## src/rtl/i2c_pkg.sv

```systemverilog
// Shared definitions for the I2C register controller: FSM state encoding
// and the default register bank depth.
package i2c_pkg;

  localparam int NUM_REGS_DEFAULT = 16;

  typedef enum logic [2:0] {
    ST_IDLE,
    ST_HDR,
    ST_PTR,
    ST_WRITE,
    ST_READ
  } state_e;

endpackage

```

## src/rtl/i2c_edge_pulse.sv

```systemverilog
// Registered edge detector: one-cycle rise/fall pulses, one cycle after the
// input transition is sampled.
module i2c_edge_pulse
  import i2c_pkg::*;
(
  input  logic clk,
  input  logic rst,
  input  logic sig_i,
  output logic rise_o,
  output logic fall_o
);

  logic prev_q;
  logic rise_q;
  logic fall_q;

  always_ff @(posedge clk) begin
    if (rst) begin
      prev_q <= 1'b0;
      rise_q <= 1'b0;
      fall_q <= 1'b0;
    end else begin
      prev_q <= sig_i;
      rise_q <= sig_i & ~prev_q;
      fall_q <= ~sig_i & prev_q;
    end
  end

  assign rise_o = rise_q;
  assign fall_o = fall_q;

endmodule

```

## src/rtl/i2c_reg_ctrl.sv

```systemverilog
// I2C slave register bank controller: pointer byte then auto-incrementing
// register writes, or auto-incrementing reads after a repeated START.
module i2c_reg_ctrl
  import i2c_pkg::*;
#(
  parameter int NUM_REGS = NUM_REGS_DEFAULT,
  parameter int RO_REG   = NUM_REGS - 1,
  parameter int PTR_W    = $clog2(NUM_REGS)
) (
  input  logic             clk,
  input  logic             rst,
  input  logic             inframe,
  input  logic             sr_start,
  input  logic             addr_match,
  input  logic             rw_bit,
  input  logic [7:0]       rx_data,
  input  logic             send_rx,
  input  logic             get_tx,
  output logic [7:0]       tx_data,
  input  logic [7:0]       status_in,
  input  logic [PTR_W-1:0] host_addr,
  output logic [7:0]       host_rdata,
  output logic             wr_pulse,
  output logic [PTR_W-1:0] wr_idx,
  output logic [7:0]       wr_val,
  output logic [PTR_W-1:0] ptr,
  output state_e           state_o
);

  localparam logic [PTR_W-1:0] RO_IDX = PTR_W'(RO_REG);

  logic inframe_rise, inframe_fall, sr_rise, rx_ev, tx_ev;
  logic sr_fall, rx_fall, tx_fall;
  logic frame_start, frame_end;
  logic unused_falls;

  state_e           state_q;
  logic [PTR_W-1:0] ptr_q;
  logic [7:0]       tx_q;
  logic             wr_pulse_q;
  logic [PTR_W-1:0] wr_idx_q;
  logic [7:0]       wr_val_q;
  logic             wait_idle_q;
  logic [7:0]       regs_q [NUM_REGS];
  logic [7:0]       rd_byte;

  i2c_edge_pulse u_inframe (.clk(clk), .rst(rst), .sig_i(inframe),  .rise_o(inframe_rise), .fall_o(inframe_fall));
  i2c_edge_pulse u_sr      (.clk(clk), .rst(rst), .sig_i(sr_start), .rise_o(sr_rise),      .fall_o(sr_fall));
  i2c_edge_pulse u_rx      (.clk(clk), .rst(rst), .sig_i(send_rx),  .rise_o(rx_ev),        .fall_o(rx_fall));
  i2c_edge_pulse u_tx      (.clk(clk), .rst(rst), .sig_i(get_tx),   .rise_o(tx_ev),        .fall_o(tx_fall));

  assign unused_falls = &{1'b0, sr_fall, rx_fall, tx_fall};

  // After a reset inside a frame, START pulses are ignored until the bus has
  // been seen idle, so the block only resumes on a genuine new frame.
  assign frame_start = (inframe_rise | sr_rise) & ~wait_idle_q;
  assign frame_end   = inframe_fall;

  assign rd_byte = (ptr_q == RO_IDX) ? status_in : regs_q[ptr_q];

  always_ff @(posedge clk) begin
    if (rst) begin
      state_q     <= ST_IDLE;
      ptr_q       <= '0;
      tx_q        <= 8'hFF;
      wr_pulse_q  <= 1'b0;
      wr_idx_q    <= '0;
      wr_val_q    <= 8'h00;
      wait_idle_q <= 1'b1;
      for (int i = 0; i < NUM_REGS; i++) regs_q[i] <= 8'h00;
    end else begin
      wr_pulse_q <= 1'b0;
      if (!inframe) wait_idle_q <= 1'b0;
      case (state_q)
        ST_HDR: begin
          if (addr_match) begin
            if (!rw_bit) begin
              state_q <= ST_PTR;
            end else if (tx_ev) begin
              tx_q    <= rd_byte;
              ptr_q   <= ptr_q + 1'b1;
              state_q <= ST_READ;
            end
          end
        end
        ST_PTR: begin
          if (rx_ev && addr_match) begin
            ptr_q   <= rx_data[PTR_W-1:0];
            state_q <= ST_WRITE;
          end
        end
        ST_WRITE: begin
          if (rx_ev && addr_match) begin
            if (ptr_q != RO_IDX) begin
              regs_q[ptr_q] <= rx_data;
              wr_pulse_q    <= 1'b1;
              wr_idx_q      <= ptr_q;
              wr_val_q      <= rx_data;
            end
            ptr_q <= ptr_q + 1'b1;
          end
        end
        ST_READ: begin
          if (tx_ev && addr_match) begin
            tx_q  <= rd_byte;
            ptr_q <= ptr_q + 1'b1;
          end
        end
        default: ;
      endcase
      // Byte events above are serviced first; frame boundaries then win the state.
      if (frame_start) state_q <= ST_HDR;
      if (frame_end)   state_q <= ST_IDLE;
    end
  end

  assign host_rdata = (host_addr == RO_IDX) ? status_in : regs_q[host_addr];
  assign tx_data    = tx_q;
  assign wr_pulse   = wr_pulse_q;
  assign wr_idx     = wr_idx_q;
  assign wr_val     = wr_val_q;
  assign ptr        = ptr_q;
  assign state_o    = state_q;

endmodule

```

## config.mk

```make
export PLATFORM = sky130hd
export DESIGN_NAME = i2c_reg_ctrl
export DESIGN_NICKNAME = d
export VERILOG_FILES = /design/src/rtl/i2c_pkg.sv /design/src/rtl/i2c_edge_pulse.sv /design/src/rtl/i2c_reg_ctrl.sv
export SDC_FILE = /design/constraint.sdc
export NUM_CORES = 1
export LEC_CHECK = 0
export BUFFER_PORTS_ARGS = -buffer_cell sky130_fd_sc_hd__buf_2
export CAP_MARGIN = 40
export CORE_ASPECT_RATIO = 1.2
export CORE_UTILIZATION = 50
export CTS_CLUSTER_SIZE = 40
export DETAILED_ROUTE_END_ITERATION = 6
export PLACE_DENSITY = 0.78
export SLEW_MARGIN = 30
export SYNTH_ARGS = -nofsm -noshare
export SYNTH_HDL_FRONTEND = slang
export SYNTH_SLANG_ARGS = --single-unit
```

## constraint.sdc

```tcl
create_clock -name clk -period 2.6 [get_ports clk]
set_clock_uncertainty 0.1 [all_clocks]
set_input_delay 0.13 -clock clk [delete_from_list [all_inputs] [get_ports clk]]
set_output_delay 0.13 -clock clk [all_outputs]
set_load 0.03 [all_outputs]
```

==> metrics.cfg <==
[outcome]
status=completed

[floorplan]
placementRows=52
io_pins=64
die_y_microns=147.1
die_area_sq_um=18070
die_w_microns=122.9
core_area_sq_um=16980
initial_utilization_pct=51.63

[logic_synthesis]
yosys_warnings=0
synthFlopType=edfxtp_1
synth.distinct_cells=51
synth_top_family_by_area=multiplexers
syn_inst=643
synthMuxAreaShare_pct=19.64
synth-xor-area-share_pct=0
synth_area_per_cell_sq_um=13.63
synthAdderAreaFrac_pct=0.5709
ys_ff_latch=170
synth_area_sq_um=8767
yosysSeqAreaShare_pct=53.43
async_reset_ff_share_pct=0
synth_edf_count=128
synth_compound_area_share_pct=7.236
synthSimpleGateAreaFrac_pct=14.57

[route]
ant_nets=0
firstDrtPassIters=5
viasPerCell=6.608
wl_per_cell_microns=24.70
drt_iter0_drc=942
wirelength_mm=23.04
drc=0
vias=6165

[clock_tree]
cts_resized=0
clock_path_buffers=2
cts_tree=yes
root_buffer=clkbuf_16
post_cts_buffers=0
cts.sinks=170
path_clk_slew_ns=0.06
cts_buffers=17
htree_levels=4
clk-insertion-delay-late_ns=0.43

[sta]
setup_viol=0
max_slew.worst_pin.slew_ns=0.7553
period_needed_ns=2.440
setup_tns_ns=0
layout_worst_path_cycle_share_pct=93.86
rsz0062_at_grt=false
relSlewSlack_pct=49.65
maxSlewViolCount=0
max_clock_freq_ghz=0.4098
hold_viol=0

[grt]
overflow=0
grt_antenna_before_repair=0
grt_pass1_vias=6285
grt_pass1_wl_mm=35.41
grt_max_degree=59
grt_usage_pct=27.18

[min_path]
hp-class=input pin to flop

[power]
clkPwrFrac_pct=39.3
p_seq_share_pct=52.7
internal_power_uw=4496
p_leak_uw=0.004084
ir_drop_mv=0.4086
switching_share_pct=22.57
switchingPower_uw=1310
power_frac_comb_pct=8.0
power.density_nw_per_um2=584.9

[layout]
seq_area_sq_um=4686
multi_input_area_sq_um=3714
drive_above_1_share_pct=30.82
final_cell_mix=edfxtp_1 (128), and3_1 (115), buf_2 (63), mux4_2 (56), dfxtp_1 (41)
final_common_cell=edfxtp_1
antenna-diode-count=0
final_area_sq_um=9928
area_delta_synth_final_pct=13.24
num-nets-final=736
fill_cells=1313

[placement]
hpwl_mm=15.84
portBuffers=63
place_area_sq_um=9274
place_congestion=0.8673

[flow_run]
drv_cap=0

[setup_path]
cp.arrival_ns=2.21
start_kind=flop
required_ns=2.37
critPathMaxFanout=2
cp-end-kind=primary output
worstSetupPathType=flop to primary output

==> logic make-up (layout without fill, tap and decap cells) <==
kind of cell / Yosys count / after routing
buffers and inverters: 81 / 148
other: 1 / 8
multiplexers: 98 / 98
adder cells (fa/ha/maj): 4 / 4
flip-flops: 170 / 170
AO/OA/AOI/OAI: 83 / 83
AND/OR/NAND/NOR: 206 / 206
==> path summary, 6_finish.rpt <==
check | from | endpoint | slack [ns] | cells past startpoint
worst max-delay path | regs_q[6][5] | host_rdata[5] | 0.16 | 5
worst min-delay path | rst | ptr[2] | 0.04 | 2
worst min register to register | u_sr.prev_q | u_sr.rise_o | 0.29 | 1
worst max register to register | state_o[2] | regs_q[7][7] | 0.33 | 4
==> cell type report <==
class	instances	area share, %
clock buffers	23	4.512
clock inverters	9	0.7687
multi-input cells	399	37.40
inverters	13	0.4915
well taps	216	2.722
repair buffers	103	6.906
flip-flops and latches	170	47.20
==> metal layers <==
metal,up-vias,track usage (%),wire [microns]
li1,2634,-,-
met1,3033,34.37,8433
met2,417,44.16,11510
met3,81,5.085,2008
met4,0,14.27,1093
met5,-,0,0
==> critical path: stages, from the launching register on <==
cell,delay [ns]
edfxtp_1,0.46
mux4_2,0.49
mux2_2,0.28
o22ai_1,0.25
a31oi_1,0.09
buf_2,0.21
==> cell usage after synthesis, types with 2 or more instances <==
cell type,count,area (sq um)
buf_2,13,65.06
buf_6,8,90.09
mux2i_1,10,100.1
inv_1,13,48.80
a2111oi_4,2,55.05
nand3b_1,2,15.01
o32ai_1,2,17.52
o221ai_1,8,70.07
edfxtp_1,128,3844
ha_1,4,50.05
mux4_2,56,1261
a311oi_1,3,26.28
a21o_2,4,35.03
and3_2,6,45.04
nor2b_1,10,62.56
o2111ai_1,8,70.07
nand4_1,2,12.51
nand3_1,5,25.02
nand2_1,21,78.83
buf_1,5,18.77
o21ai_0,4,20.02
nor3b_1,3,22.52
dfxtp_1,42,840.8
clkbuf_1,39,146.4
o22ai_1,8,50.05
a31oi_1,13,81.33
nor2_1,17,63.81
nor3_1,3,15.01
mux2_2,32,360.4
a21o_1,13,97.59
a21oi_1,12,60.06
nor4_4,2,42.54
nand2b_1,13,81.33
and3_1,115,719.4
==> registers in the layout (all words and copies together) (netlist names), 3 cells and up, named ones only <==
signal	cells
tx_data	8
ptr	4
wr_val	8
wr_idx	4
regs_q	128
state_o	3
==> what timing repair did <==
action / 4_1_cts / 5_1_grt
endpoints found under the setup margin: 0 / 0
endpoints found under the hold margin: 19 / 0
hold buffers: 13 / 0
==> stage by stage <==
step                      utilization [%]  total power (uW)  cells  hold slack, ns  setup slack, ns
after floorplan                         -              3387    650          0.1061           0.4092
after global placement              54.61              3534    888          0.2207           0.4550
after detailed placement            54.61              3555    888          0.2281           0.3304
after CTS                           58.47              5827    933         0.02162           0.1836
after global routing                58.47              5971    933         0.04418           0.1265
final                               58.47              5807    933         0.03911           0.1596
==> power by group through the flow <==
stage / Combinational (uW) / Clock, uW / Sequential, uW
after floorplan: 305 / 0 / 3080
after global placement: 431 / 0 / 3100
after detailed placement: 443 / 0 / 3110
after CTS: 460 / 2310 / 3060
after global routing: 489 / 2420 / 3060
final: 464 / 2280 / 3060
No activity file was read; power rests on OpenSTA's default activity.
